[config.mk]
export PLATFORM = sky130hd
export DESIGN_NAME = run_controller_flat
export DESIGN_NICKNAME = d
export VERILOG_FILES = /design/src/rtl/run_controller_if.sv /design/src/rtl/run_controller.sv /design/src/flat_wrapper.sv
export SDC_FILE = /design/constraint.sdc
export NUM_CORES = 1
export LEC_CHECK = 0
export ABC_AREA = 1
export CORE_ASPECT_RATIO = 1.2
export CORE_MARGIN = 1
export CORE_UTILIZATION = 50
export CTS_CLUSTER_SIZE = 24
export DETAILED_ROUTE_END_ITERATION = 7
export PLACE_DENSITY = 0.8
export SYNTH_ARGS = -nofsm -noshare
export SYNTH_HDL_FRONTEND = slang
export SYNTH_SLANG_ARGS = --single-unit
[constraint.sdc]
create_clock -name clk -period 3.49 [get_ports clk]
set_clock_uncertainty 0.2 [all_clocks]
set_input_delay 0.5235 -clock clk [delete_from_list [all_inputs] [get_ports clk]]
set_output_delay 0.5235 -clock clk [all_outputs]
set_load 0.01 [all_outputs]
[src/rtl/run_controller_if.sv]
// Host/core-array side signals of the run controller.
// The design uses the slave modport and the host side uses master.
interface run_controller_if #(
    parameter int unsigned N_CORES = 1,
    parameter int unsigned CNT_W   = 32,
    parameter int unsigned WDOG_W  = 16
) ();
    logic               start;
    logic [CNT_W-1:0]   run_cycles;
    logic [WDOG_W-1:0]  wdog_limit;
    logic [N_CORES-1:0] core_en;
    logic [N_CORES-1:0] halt;
    logic [N_CORES-1:0] retire;
    logic               dump_ack;
    logic               core_reset;
    logic               core_stall;
    logic               running;
    logic               dump_req;
    logic               done;
    logic [1:0]         status;
    logic [CNT_W-1:0]   cycle_count;

    modport master (
        output start, run_cycles, wdog_limit, core_en, halt, retire, dump_ack,
        input  core_reset, core_stall, running, dump_req, done, status, cycle_count
    );

    modport slave (
        input  start, run_cycles, wdog_limit, core_en, halt, retire, dump_ack,
        output core_reset, core_stall, running, dump_req, done, status, cycle_count
    );
endinterface

[src/rtl/run_controller.sv]
// Run-control FSM: holds the cores in reset, runs them until halt, cycle limit
// or retire watchdog, then performs a dump handshake and parks in DONE.
module run_controller #(
    parameter int unsigned N_CORES      = 1,
    parameter int unsigned CNT_W        = 32,
    parameter int unsigned RESET_CYCLES = 4,
    parameter int unsigned WDOG_W       = 16
) (
    input logic             clk,
    input logic             reset,
    run_controller_if.slave bus
);
    localparam int unsigned HoldW = $clog2(RESET_CYCLES + 1);

    localparam logic [1:0] StatNone    = 2'd0;
    localparam logic [1:0] StatHalt    = 2'd1;
    localparam logic [1:0] StatTimeout = 2'd2;
    localparam logic [1:0] StatHang    = 2'd3;

    typedef enum logic [2:0] {StIdle, StRstHold, StRun, StDump, StDone} state_e;

    state_e             state_q, state_d;
    logic [HoldW-1:0]   hold_q, hold_d;
    logic [CNT_W-1:0]   cycle_count_q, cycle_count_d;
    logic [CNT_W-1:0]   run_cycles_q, run_cycles_d;
    logic [WDOG_W-1:0]  wdog_limit_q, wdog_limit_d;
    logic [WDOG_W-1:0]  idle_q, idle_d;
    logic [N_CORES-1:0] core_en_q, core_en_d;
    logic [N_CORES-1:0] halted_q, halted_d;
    logic [1:0]         status_q, status_d;
    logic               hit_halt, hit_timeout, hit_hang;

    always_comb begin
        state_d       = state_q;
        hold_d        = hold_q;
        cycle_count_d = cycle_count_q;
        run_cycles_d  = run_cycles_q;
        wdog_limit_d  = wdog_limit_q;
        idle_d        = idle_q;
        core_en_d     = core_en_q;
        halted_d      = halted_q;
        status_d      = status_q;
        hit_halt      = 1'b0;
        hit_timeout   = 1'b0;
        hit_hang      = 1'b0;

        unique case (state_q)
            StIdle, StDone: begin
                if (bus.start) begin
                    run_cycles_d = bus.run_cycles;
                    wdog_limit_d = bus.wdog_limit;
                    core_en_d    = bus.core_en;
                    hold_d       = HoldW'(RESET_CYCLES);
                    status_d     = StatNone;
                    state_d      = StRstHold;
                end
            end
            StRstHold: begin
                if (hold_q == HoldW'(1)) begin
                    cycle_count_d = '0;
                    halted_d      = '0;
                    idle_d        = '0;
                    state_d       = StRun;
                end else begin
                    hold_d = hold_q - HoldW'(1);
                end
            end
            StRun: begin
                cycle_count_d = (&cycle_count_q) ? cycle_count_q : cycle_count_q + CNT_W'(1);
                halted_d      = halted_q | (bus.halt & core_en_q);
                if (|(bus.retire & core_en_q)) begin
                    idle_d = '0;
                end else begin
                    idle_d = (&idle_q) ? idle_q : idle_q + WDOG_W'(1);
                end
                // Exit conditions look at next-state values so the run ends on the
                // same edge that records the final halt/count/idle update.
                hit_halt    = (core_en_q != '0) && ((halted_d & core_en_q) == core_en_q);
                hit_timeout = (run_cycles_q != '0) && (cycle_count_d == run_cycles_q);
                hit_hang    = (wdog_limit_q != '0) && (idle_d == wdog_limit_q);
                if (hit_halt) begin
                    status_d = StatHalt;
                    state_d  = StDump;
                end else if (hit_timeout) begin
                    status_d = StatTimeout;
                    state_d  = StDump;
                end else if (hit_hang) begin
                    status_d = StatHang;
                    state_d  = StDump;
                end
            end
            StDump: begin
                if (bus.dump_ack) begin
                    state_d = StDone;
                end
            end
            default: state_d = StIdle;
        endcase
    end

    always_ff @(posedge clk or posedge reset) begin
        if (reset) begin
            state_q       <= StIdle;
            hold_q        <= '0;
            cycle_count_q <= '0;
            run_cycles_q  <= '0;
            wdog_limit_q  <= '0;
            idle_q        <= '0;
            core_en_q     <= '0;
            halted_q      <= '0;
            status_q      <= StatNone;
        end else begin
            state_q       <= state_d;
            hold_q        <= hold_d;
            cycle_count_q <= cycle_count_d;
            run_cycles_q  <= run_cycles_d;
            wdog_limit_q  <= wdog_limit_d;
            idle_q        <= idle_d;
            core_en_q     <= core_en_d;
            halted_q      <= halted_d;
            status_q      <= status_d;
        end
    end

    assign bus.core_reset  = (state_q == StIdle) || (state_q == StRstHold);
    assign bus.core_stall  = (state_q == StDump) || (state_q == StDone);
    assign bus.running     = (state_q == StRun);
    assign bus.dump_req    = (state_q == StDump);
    assign bus.done        = (state_q == StDone);
    assign bus.status      = status_q;
    assign bus.cycle_count = cycle_count_q;
endmodule

[src/flat_wrapper.sv]
// flat-port wrapper written by rule: the top's interface ports become plain ports
module run_controller_flat 
#(
    parameter int unsigned N_CORES      = 1,
    parameter int unsigned CNT_W        = 32,
    parameter int unsigned RESET_CYCLES = 4,
    parameter int unsigned WDOG_W       = 16
)
  (clk, reset, bus_start, bus_run_cycles, bus_wdog_limit, bus_core_en, bus_halt, bus_retire, bus_dump_ack, bus_core_reset, bus_core_stall, bus_running, bus_dump_req, bus_done, bus_status, bus_cycle_count);
  run_controller_if #(.N_CORES(N_CORES), .CNT_W(CNT_W), .WDOG_W(WDOG_W)) bus_i ();
  input logic clk;
  input logic reset;
  input wire logic [$bits(bus_i.start)-1:0] bus_start;
  input wire logic [$bits(bus_i.run_cycles)-1:0] bus_run_cycles;
  input wire logic [$bits(bus_i.wdog_limit)-1:0] bus_wdog_limit;
  input wire logic [$bits(bus_i.core_en)-1:0] bus_core_en;
  input wire logic [$bits(bus_i.halt)-1:0] bus_halt;
  input wire logic [$bits(bus_i.retire)-1:0] bus_retire;
  input wire logic [$bits(bus_i.dump_ack)-1:0] bus_dump_ack;
  output wire logic [$bits(bus_i.core_reset)-1:0] bus_core_reset;
  output wire logic [$bits(bus_i.core_stall)-1:0] bus_core_stall;
  output wire logic [$bits(bus_i.running)-1:0] bus_running;
  output wire logic [$bits(bus_i.dump_req)-1:0] bus_dump_req;
  output wire logic [$bits(bus_i.done)-1:0] bus_done;
  output wire logic [$bits(bus_i.status)-1:0] bus_status;
  output wire logic [$bits(bus_i.cycle_count)-1:0] bus_cycle_count;
  assign bus_i.start = bus_start;
  assign bus_i.run_cycles = bus_run_cycles;
  assign bus_i.wdog_limit = bus_wdog_limit;
  assign bus_i.core_en = bus_core_en;
  assign bus_i.halt = bus_halt;
  assign bus_i.retire = bus_retire;
  assign bus_i.dump_ack = bus_dump_ack;
  assign bus_core_reset = bus_i.core_reset;
  assign bus_core_stall = bus_i.core_stall;
  assign bus_running = bus_i.running;
  assign bus_dump_req = bus_i.dump_req;
  assign bus_done = bus_i.done;
  assign bus_status = bus_i.status;
  assign bus_cycle_count = bus_i.cycle_count;
  run_controller #(.N_CORES(N_CORES), .CNT_W(CNT_W), .RESET_CYCLES(RESET_CYCLES), .WDOG_W(WDOG_W)) u_core (.clk(clk), .reset(reset), .bus(bus_i));
endmodule
==> results of run 1 <==
## power by group
part / switching (mW) / internal, mW
combinational: 1.39 / 0.783
sequential: 0.368 / 1.64
clock: 0.469 / 0.545
## stage by stage
step,instances,hold slack [ns],power [mW]
final,1286,0.288,5.20
after global routing,1286,0.333,5.58
after CTS,1286,0.291,5.18
after detailed placement,1270,0.278,4.16
after global placement,1270,0.280,4.13
after floorplan,1028,0.257,3.40
## logic make-up (layout without fill, tap and decap cells)
group / after synthesis / after routing
compound gates: 112 / 112
fa+ha+maj: 4 / 4
simple gates: 636 / 636
flops: 106 / 106
xor+xnor: 16 / 16
buf+inv: 154 / 248
## layer usage
layer | wire length [um] | vias up
li1 | - | 3451
met1 | 8010 | 3107
met2 | 10100 | 263
met3 | 1050 | 73
met4 | 1210 | 0
met5 | 0 | -
## cells in the mapped netlist
cell type | n | area [sq um]
nor3_1 | 8 | 40.0
o21ai_1 | 2 | 10.0
a21oi_1 | 6 | 30.0
o22ai_1 | 23 | 144
inv_2 | 4 | 15.0
buf_2 | 2 | 10.0
inv_1 | 124 | 465
nand4_1 | 17 | 106
a21boi_0 | 1 | 7.51
nand3b_1 | 2 | 15.0
buf_1 | 4 | 15.0
nor2_8 | 1 | 20.0
nor2_4 | 3 | 33.8
nor4_1 | 4 | 25.0
clkbuf_1 | 17 | 63.8
buf_6 | 3 | 33.8
xnor2_1 | 1 | 8.76
o211ai_1 | 2 | 15.0
nand2_1 | 388 | 1460
nand2_2 | 3 | 18.8
ha_1 | 4 | 50.1
xor2_1 | 15 | 131
nor2_1 | 108 | 405
dfrtp_1 | 106 | 2650
nand3_1 | 95 | 475
nor2_2 | 5 | 31.3
o21ai_0 | 78 | 390
nand2_4 | 2 | 22.5
## critical path, delay by kind of cell (launching register included)
kind          cells  cell delay, ns
simple gates     15            2.14
flops             1            0.44
fa+ha+maj         1            0.26
xor+xnor          1            0.11
## cells in the final DEF, fill, tap and decap left out, types with 5 or more instances in the layout
master,netlist,layout
buf_4,0,9
a21oi_1,6,6
nor2_1,108,107
nand4_1,17,17
nand2_1,388,388
xor2_1,15,15
dfrtp_1,106,106
nor2_2,5,5
clkbuf_16,0,9
o21ai_0,78,78
o22ai_1,23,23
clkdlybuf4s50_1,0,93
inv_1,124,123
nor3_1,8,7
nand3_1,95,95
## layout make-up
type                            count  area (sq um)
Inverter                          128           484
Tap cell                          164           205
Clock buffer                       13           270
Multi-Input combinational cell    768          3460
Sequential cell                   106          2650
Timing Repair Buffer              104          1040
Clock inverter                      3          22.5
Fill cell                        1180          4700
## flip-flops by register name (all words and copies together) (netlist names)
signal                  flops
u_core.halted_q             1
u_core.wdog_limit_q        16
u_core.idle_q              16
u_core.bus.cycle_count     32
u_core.core_en_q            1
u_core.state_q              3
u_core.hold_q               3
u_core.bus.status           2
u_core.run_cycles_q        32
## worst min-delay path by stage
| stage | slack (ns) | from | endpoint | cells past startpoint |
|---|---|---|---|---|
| floorplan | 0.26 | u_core.hold_q[2] | u_core.hold_q[2] | 1 |
| detailed placement | 0.28 | u_core.hold_q[2] | u_core.hold_q[2] | 1 |
| CTS | 0.29 | u_core.hold_q[2] | u_core.hold_q[2] | 1 |
| finish | 0.29 | u_core.hold_q[2] | u_core.hold_q[2] | 1 |
| global route | 0.33 | u_core.hold_q[2] | u_core.hold_q[2] | 1 |
| global placement | 0.28 | u_core.hold_q[2] | u_core.hold_q[2] | 1 |
==> reports/qor.txt, run 1 <==
status = completed
largest family of logic cells by synthesized area = simple AND/OR/NAND/NOR gates
core area = 12800 sq um
HPWL Detailed = 15800 um
setup slack after layout = 0.253 ns
row count = 45
die area = 13900 sq um
RSZ-0062 raised after global routing = no
R2R Path Start = u_core.bus.cycle_count[0]
via count = 6894
Syn Nets = 1087
Seq cells post-synth = 106
Layout area overhead = 21.5%
Min-Delay Path Class = register to register
Synth Cell Area = 6690 sq um
Critical Path Start = u_core.bus.cycle_count[0]
mean area per synthesized cell = 6.51 sq um
Fmax = 0.309 GHz
xor/xnor share of the synthesized area = 2.09%
startpoint types = register
DR vias/cell = 5.36
Req. time, crit path = 3.58 ns
DP Area = 7830 sq um
Worst-Margin Slew = 0.766 ns
Worst-Skew Late Latency = 0.35 ns
leak pwr = 3.81 nW
met1 Usage GRT = 37.3%
Max VDD drop = 0.449 mV
initial antenna violation count = 0
Pwr Density = 639 nW/um^2
GRT Max-Usage Layer = met2
post-synthesis mux area share = 0%
post_cts resized = 0
gp weighted congestion = 1.04
drt wl/cell = 15.8 um
clock sink count = 106
CTS buffer count = 9
critical path's largest stage delay = 0.44 ns
clock root buffer = clkbuf_16
Synth Area in Simple Gates = 39.6%
Syn Inst Count = 1028
DR DRC count = 0
Die H = 129 um
final wirelength = 20300 um
critical-path maximum fanout = 46
post-placement worst setup slack = 0.203 ns
worst setup path category = register to register
Post-CTS Repair Setup Buffers = 0
Yosys cell types = 28
Initial Util = 52.1%
crit end category = register
Final Hold Viols = 0
Ant. Diodes = 0
Slew headroom = 48.8%
share of layout cells above drive strength 1 = 4.28%
design area = 8130 sq um
largest net degree at the start of global routing = 65
final period utilization = 92.8%
vias in the first global route = 6676
TritonCTS clock tree = done
H-tree depth = 3
initial drt markers = 517
chip width = 108 um
First-pass DRT Iterations = 7
gr usage total = 31.1%
CP Cell Sequence = ha_2, nand2_2, nor2_4, nand2_4, nor2_8, nand2_8, nand2_1, xor2_1, nor2_1, nand3_1, nor2_1, nand2_1, nor2_2, nor2_1, nor2_4, nand3_1, nand2_1
Hold-fix buffers, CTS = 0
Final min period = 3.24 ns
DRT antenna net count = 0
fin nets = 1176
setup TNS = 0 ns
worst path arrival time = 3.33 ns
Max clock buf depth = 2
critical path endpoint = u_core.state_q[2]
GRT overflow = 0
Port Buffers = 93
Final Core Density = 63.4%
met2 GRT Util = 53.1%
R2R cell count = 17
post-synthesis adder-cell area fraction = 0.748%
Syn. warnings = 0
max-cap violations = 0
clk slew on worst S/H paths = 0.07 ns
reg2reg end = u_core.state_q[2]
Crit-path slowest cell = dfrtp_1
GRT met3 Usage = 2.79%
Final Max Tran Viols = 0
post-synthesis compound-gate area fraction = 8.92%
global-route wire length before repair = 32800 um
count of final setup violators = 0
I/O pin count = 94
reg2reg setup slack = 0.25 ns
post-synthesis sequential area ratio = 39.6%
No activity file was read; power rests on OpenSTA's default activity.
==> run 2, diff against run 1 <==
--- a/config.mk
+++ b/config.mk
@@ -12,6 +12,7 @@
 export CTS_CLUSTER_SIZE = 24
 export DETAILED_ROUTE_END_ITERATION = 7
 export PLACE_DENSITY = 0.8
+export REMOVE_ABC_BUFFERS = 1
 export SYNTH_ARGS = -nofsm -noshare
 export SYNTH_HDL_FRONTEND = slang
 export SYNTH_SLANG_ARGS = --single-unit
==> run 2 against run 1 <==
Sequential cell count is the same; non-clock buffer count up 6; sequential share of layout area is 0.070 points lower; largest power group unchanged.
==> reports/qor.txt, run 2 (same netlist as run 1, synthesis figures left out) <==
most common cell after layout, fill and taps aside = nand2_1
DP Cell Count = 1276 (+0.47%)
post-placement worst setup slack = 0.212 ns (+0.00937 ns)
Worst-Margin Slew = 0.728 ns (-0.0376 ns)
critical path endpoint = u_core.state_q[1]
FILL cells = 1209 (+2.5%)
drt wl/cell = 15.6 um (-1.3%)
CTS buffer count = 9 (unchanged)
clock root buffer = clkbuf_16
gr usage total = 31.0% (-0.11 points)
Req. time, crit path = 3.58 ns (about the same)
HPWL Detailed = 15700 um (-0.76%)
reg2reg setup slack = 0.31 ns (+0.06 ns)
GRT overflow = 0 (unchanged)
fin nets = 1182 (+0.51%)
leak pwr = 3.82 nW (+0.32%)
DR DRC count = 0 (unchanged)
Worst-Skew Late Latency = 0.36 ns (about the same)
Max VDD drop = 0.364 mV (-19%)
share of layout cells above drive strength 1 = 4.70% (+0.42 points)
largest net degree at the start of global routing = 59 (-9.2%)
TritonCTS clock tree = done
Post-CTS Repair Setup Buffers = 0 (unchanged)
Ant. Diodes = 0 (unchanged)
Flop pwr share = 38.3% (-0.3 points)
reg2reg end = u_core.state_q[1]
Initial Util = 52.1% (unchanged)
final wirelength = 20200 um (-0.92%)
Slew headroom = 51.5% (+2.6 points)
clk slew on worst S/H paths = 0.07 ns (about the same)
DRT antenna net count = 0 (unchanged)
core area = 12800 sq um (unchanged)
Die H = 129 um (unchanged)
max-cap violations = 0 (unchanged)
H-tree depth = 3 (unchanged)
Final Non-Filler Cells = 1291 (+0.39%)
setup slack after layout = 0.310 ns (+0.0571 ns)
I/O pin count = 94 (unchanged)
Pwr Density = 635 nW/um^2 (-0.62%)
R2R Path Start = u_core.bus.cycle_count[0]
design internal power = 2.92 mW (-1.4%)
Fmax = 0.314 GHz (+1.8%)
Final Hold Viols = 0 (unchanged)
row count = 45 (unchanged)
First-pass DRT Iterations = 6 (-1)
combinational share of power = 43.2% (+1.3 points)
Clk network pwr share = 18.5% (-1.0 points)
die area = 13900 sq um (unchanged)
initial antenna violation count = 0 (unchanged)
Final Max Tran Viols = 0 (unchanged)
clock sink count = 106 (unchanged)
switching pwr = 2.25 mW (+0.94%)
critical-path maximum fanout = 46 (unchanged)
RSZ-0062 raised after global routing = no
count of final setup violators = 0 (unchanged)
chip width = 108 um (unchanged)
worst setup path category = register to register
Max clock buf depth = 2 (unchanged)
Critical Path Start = u_core.bus.cycle_count[0]
crit end category = register
global-route wire length before repair = 32500 um (-0.78%)
status = completed
switch share = 43.5% (+0.58 points)
startpoint types = register
Port Buffers = 93 (unchanged)
final period utilization = 91.1% (-1.6 points)
initial drt markers = 484 (-6.4%)
Final min period = 3.18 ns (-0.0571 ns)
most frequent cells in the layout = nand2_1, inv_1, nor2_1, dfrtp_1, nand3_1
gp weighted congestion = 1.01 (-2.9%)
DR vias/cell = 5.39 (+0.57%)
R2R cell count = 17 (unchanged)
Min-Delay Path Class = register to register
vias in the first global route = 6654 (-0.33%)
worst path arrival time = 3.27 ns (-0.06 ns)
via count = 6960 (+0.96%)
Layout area overhead = 21.8%
==> run 2: changes by cell type in the layout (fill, tap and decap cells not counted), moves of 2 or more <==
cell	previous run	this run
clkinvlp_4	1	4
buf_4	9	15
clkbuf_8	3	0
clkinv_4	2	0
==> run 2: what timing repair did <==
item,CTS,global route
hold buffers,0,0
resized for setup,0,1
endpoints found under the setup margin,0,4
==> run 2: how the worst min path moves through the flow <==
stage / from / endpoint / cells past startpoint
6_report: u_core.hold_q[2] / u_core.hold_q[2] / 1
3_3_place_gp: u_core.hold_q[2] / u_core.hold_q[2] / 1
2_1_floorplan: u_core.hold_q[2] / u_core.hold_q[2] / 1
5_1_grt: u_core.hold_q[0] / u_core.hold_q[0] / 1
3_5_place_dp: u_core.hold_q[2] / u_core.hold_q[2] / 1
4_1_cts: u_core.hold_q[2] / u_core.hold_q[2] / 1
==> run 2: power groups by stage <==
stage | Combinational [mW] | Clock (mW) | Sequential [mW]
after floorplan | 1.46 | 0 | 1.91
after global placement | 2.17 | 0 | 1.98
after detailed placement | 2.22 | 0 | 1.99
after CTS | 2.23 | 0.971 | 1.97
after global routing | 2.52 | 1.03 | 2.02
final | 2.24 | 0.959 | 1.98
==> run 2: worst max-delay path, cell delays in order, from the launching register on <==
cell and delay, ns:
dfrtp_1 0.44, ha_1 0.28, nand2_2 0.10, nor2_4 0.18
nand2_4 0.10, nor2_8 0.19, nand2_8 0.22, nand2_1 0.18
xor2_1 0.12, nor2_1 0.19, nand3_1 0.17, nor2_1 0.16
nand2_1 0.08, nor2_2 0.14, nor2_1 0.08, nor2_4 0.12
nand3_1 0.09, nand2_1 0.08
==> run 2: per-layer routing <==
metal	global-route usage (%)	routed length, um
met2	53.7	9860
met1	36.3	7800
met4	19.5	1140
met3	3.80	1360
met5	0	0
==> run 2: per-stage QoR <==
stage | TNS (ns) | total power [mW] | hold WS, ns | util, % | instance area, sq um
floorplan | -52.66 | 3.37 | 0.257 | - | 6570
global placement | 0 | 4.15 | 0.277 | 61.3 | 7870
detailed placement | 0 | 4.21 | 0.286 | 61.3 | 7870
CTS | 0 | 5.17 | 0.299 | 63.4 | 8140
global route | 0 | 5.57 | 0.324 | 63.5 | 8150
finish | 0 | 5.18 | 0.303 | 63.5 | 8150
==> run 2: area by class of cell <==
| type | instances | area (sq um) | share of cell area, % |
|---|---|---|---|
| inverters | 128 | 483 | 5.92 |
| repair buffers | 110 | 1080 | 13.3 |
| well taps | 164 | 205 | 2.52 |
| flip-flops and latches | 106 | 2650 | 32.5 |
| multi-input cells | 768 | 3460 | 42.4 |
| clock buffers | 9 | 225 | 2.76 |
| clock inverters | 6 | 43.8 | 0.537 |
==> run 3, diff against run 2 <==
--- a/config.mk
+++ b/config.mk
@@ -11,6 +11,7 @@
 export CORE_UTILIZATION = 50
 export CTS_CLUSTER_SIZE = 24
 export DETAILED_ROUTE_END_ITERATION = 7
+export GPL_ROUTABILITY_DRIVEN = 0
 export PLACE_DENSITY = 0.8
 export REMOVE_ABC_BUFFERS = 1
 export SYNTH_ARGS = -nofsm -noshare
==> run 3 against run 2 <==
Final cell count decreased by 0.31%; global-route usage decreased by 0.43 points; sequential share of layout area is 0.20 points higher; maximum frequency is essentially flat; total power fell by 0.30%; sequential cell count unchanged; worst setup slack is essentially flat; combinational power about the same; die area did not move; clock-buffer cell count is the same; design area shrank 0.61%; core utilization down 0.39 points; critical path type unchanged; largest cell class unchanged.
==> reports/qor.txt, run 3 (same netlist as run 1, synthesis figures left out) <==
Fmax = 0.314 GHz (about the same)
core area = 12800 sq um (unchanged)
via count = 7038 (+1.1%)
row count = 45 (unchanged)
clk slew on worst S/H paths = 0.07 ns (about the same)
Min-Delay Path Class = register to register
cell family with most CP delay = simple AND/OR/NAND/NOR gates
Post-CTS Repair Setup Buffers = 0 (unchanged)
Worst-Skew Late Latency = 0.36 ns (about the same)
final period utilization = 91.1% (about the same)
Clk network pwr share = 18.6% (about the same)
sequential cell area = 2650 sq um (unchanged)
Hold-fix buffers, CTS = 0 (unchanged)
Ant. Diodes = 0 (unchanged)
hold_ws = 0.303 ns (+0.0000380 ns)
Crit-path slowest cell = dfrtp_1
reg2reg setup slack = 0.31 ns (about the same)
RSZ-0062 raised after global routing = no
First-pass DRT Iterations = 7 (+1)
TritonCTS clock tree = done
Buf/Inv on CP = 0 (unchanged)
share of layout cells above drive strength 1 = 4.36% (-0.34 points)
Flop pwr share = 38.6% (+0.3 points)
global-route wire length before repair = 32600 um (+0.34%)
largest net degree at the start of global routing = 73 (+24%)
vias in the first global route = 6807 (+2.3%)
drt wl/cell = 15.4 um (-1.3%)
clock root buffer = clkbuf_16
design internal power = 2.90 mW (-0.67%)
max-cap violations = 0 (unchanged)
most common cell after layout, fill and taps aside = nand2_1
Layout area overhead = 21.1%
status = completed
worst setup path category = register to register
worst path arrival time = 3.28 ns (about the same)
initial drt markers = 466 (-3.7%)
Die H = 129 um (unchanged)
critical path's largest stage delay = 0.44 ns (about the same)
post_cts resized = 0 (unchanged)
gr usage total = 30.5% (-0.43 points)
I/O pin count = 94 (unchanged)
FILL cells = 1219 (+0.83%)
H-tree depth = 3 (unchanged)
crit end category = register
Final Max Tran Viols = 0 (unchanged)
switch share = 43.7% (+0.21 points)
DR vias/cell = 5.47 (+1.4%)
count of final setup violators = 0 (unchanged)
Slew headroom = 62.4% (+11 points)
die area = 13900 sq um (unchanged)
switching pwr = 2.25 mW (+0.18%)
post-placement worst setup slack = 0.386 ns (+0.174 ns)
Port Buffers = 93 (unchanged)
DRT antenna net count = 0 (unchanged)
combinational share of power = 42.8% (-0.4 points)
Max VDD drop = 0.333 mV (-8.6%)
HPWL Detailed = 15000 um (-4.5%)
initial antenna violation count = 0 (unchanged)
leak pwr = 3.80 nW (-0.42%)
critical-path maximum fanout = 46 (unchanged)
area taken by multi-input logic gates = 3450 sq um (-0.25%)
final wirelength = 19800 um (-1.6%)
Worst-Margin Slew = 0.559 ns (-0.169 ns)
fin nets = 1178 (-0.34%)
Final min period = 3.18 ns (+0.000193 ns)
Req. time, crit path = 3.59 ns (about the same)
chip width = 108 um (unchanged)
most frequent cells in the layout = nand2_1, inv_1, nor2_1, dfrtp_1, nand3_1
CP Cell Sequence = ha_1, nand2_2, nor2_4, nand2_4, nor2_8, nand2_4, nand2_1, xor2_1, nor2_1, nand3_1, nor2_1, nand2_1, nor2_2, nor2_1, nor2_4, nand3_1, nand2_1
DR DRC count = 0 (unchanged)
startpoint types = register
setup slack after layout = 0.310 ns (-0.000193 ns)
clock sink count = 106 (unchanged)
Pwr Density = 637 nW/um^2 (+0.31%)
Initial Util = 52.1% (unchanged)
Final Hold Viols = 0 (unchanged)
GRT overflow = 0 (unchanged)
Max clock buf depth = 2 (unchanged)
CTS buffer count = 9 (unchanged)
[run 3: cell count changes in the layout (fill, tap and decap cells not counted)]
cell | previous run | this run
inv_6 | 1 | 0
clkinv_2 | 1 | 0
buf_12 | 2 | 1
clkinvlp_4 | 4 | 6
nand2_8 | 1 | 0
nand2_4 | 1 | 2
buf_4 | 15 | 12
[run 3: path summary, 6_finish.rpt]
path                                            from                         to  cells past startpoint
hold / removal                      u_core.hold_q[2]           u_core.hold_q[2]                      1
hold reg to reg                     u_core.hold_q[2]           u_core.hold_q[2]                      1
setup reg to reg           u_core.bus.cycle_count[0]          u_core.state_q[2]                     17
min in group asynchronous                      reset  u_core.bus.cycle_count[9]                      2
setup / recovery           u_core.bus.cycle_count[0]          u_core.state_q[2]                     17
max in group asynchronous                      reset          u_core.idle_q[11]                      3
[run 3: metrics by stage]
stage | std cells | setup TNS [ns] | util [%] | area, sq um | power [mW]
3_3_place_gp | 1272 | 0 | 61.0 | 7830 | 4.12
3_5_place_dp | 1272 | 0 | 61.0 | 7830 | 4.17
5_1_grt | 1287 | 0 | 63.1 | 8100 | 5.53
4_1_cts | 1287 | 0 | 63.1 | 8100 | 5.13
2_1_floorplan | 1002 | -52.66 | - | 6570 | 3.37
6_report | 1287 | 0 | 63.1 | 8100 | 5.16
[run 3: layout make-up]
class / count / area share (%)
Sequential cell: 106 / 32.7
Tap cell: 164 / 2.53
Multi-Input combinational cell: 768 / 42.6
Clock buffer: 9 / 2.78
Clock inverter: 6 / 0.556
Inverter: 128 / 5.96
Timing Repair Buffer: 106 / 12.8
[run 3: layer usage]
metal	share of wire (%)	up-vias	global-route usage (%)	wire, um
met2	49	333	52.0	9640
met5	0	-	0	0
met4	6.2	0	21.2	1230
li1	-	3443	-	-
met3	6.8	79	3.70	1360
met1	38	3183	35.8	7610
[run 3: power by group through the flow]
stage / combinational (mW) / clock (mW) / sequential [mW]
6_report: 2.21 / 0.960 / 1.99
5_1_grt: 2.48 / 1.01 / 2.03
4_1_cts: 2.19 / 0.964 / 1.98
3_5_place_dp: 2.18 / 0 / 1.99
3_3_place_gp: 2.13 / 0 / 1.99
2_1_floorplan: 1.46 / 0 / 1.91
[run 3: worst reg2reg max path, cell delays in order (launching register included)]
cell     delay [ns]
dfrtp_1        0.44
ha_1           0.28
nand2_2        0.10
nor2_4         0.18
nand2_4        0.10
nor2_8         0.17
nand2_4        0.31
nand2_1        0.22
xor2_1         0.08
nor2_1         0.18
nand3_1        0.12
nor2_1         0.16
nand2_1        0.08
nor2_2         0.15
nor2_1         0.08
nor2_4         0.12
nand3_1        0.08
nand2_1        0.07
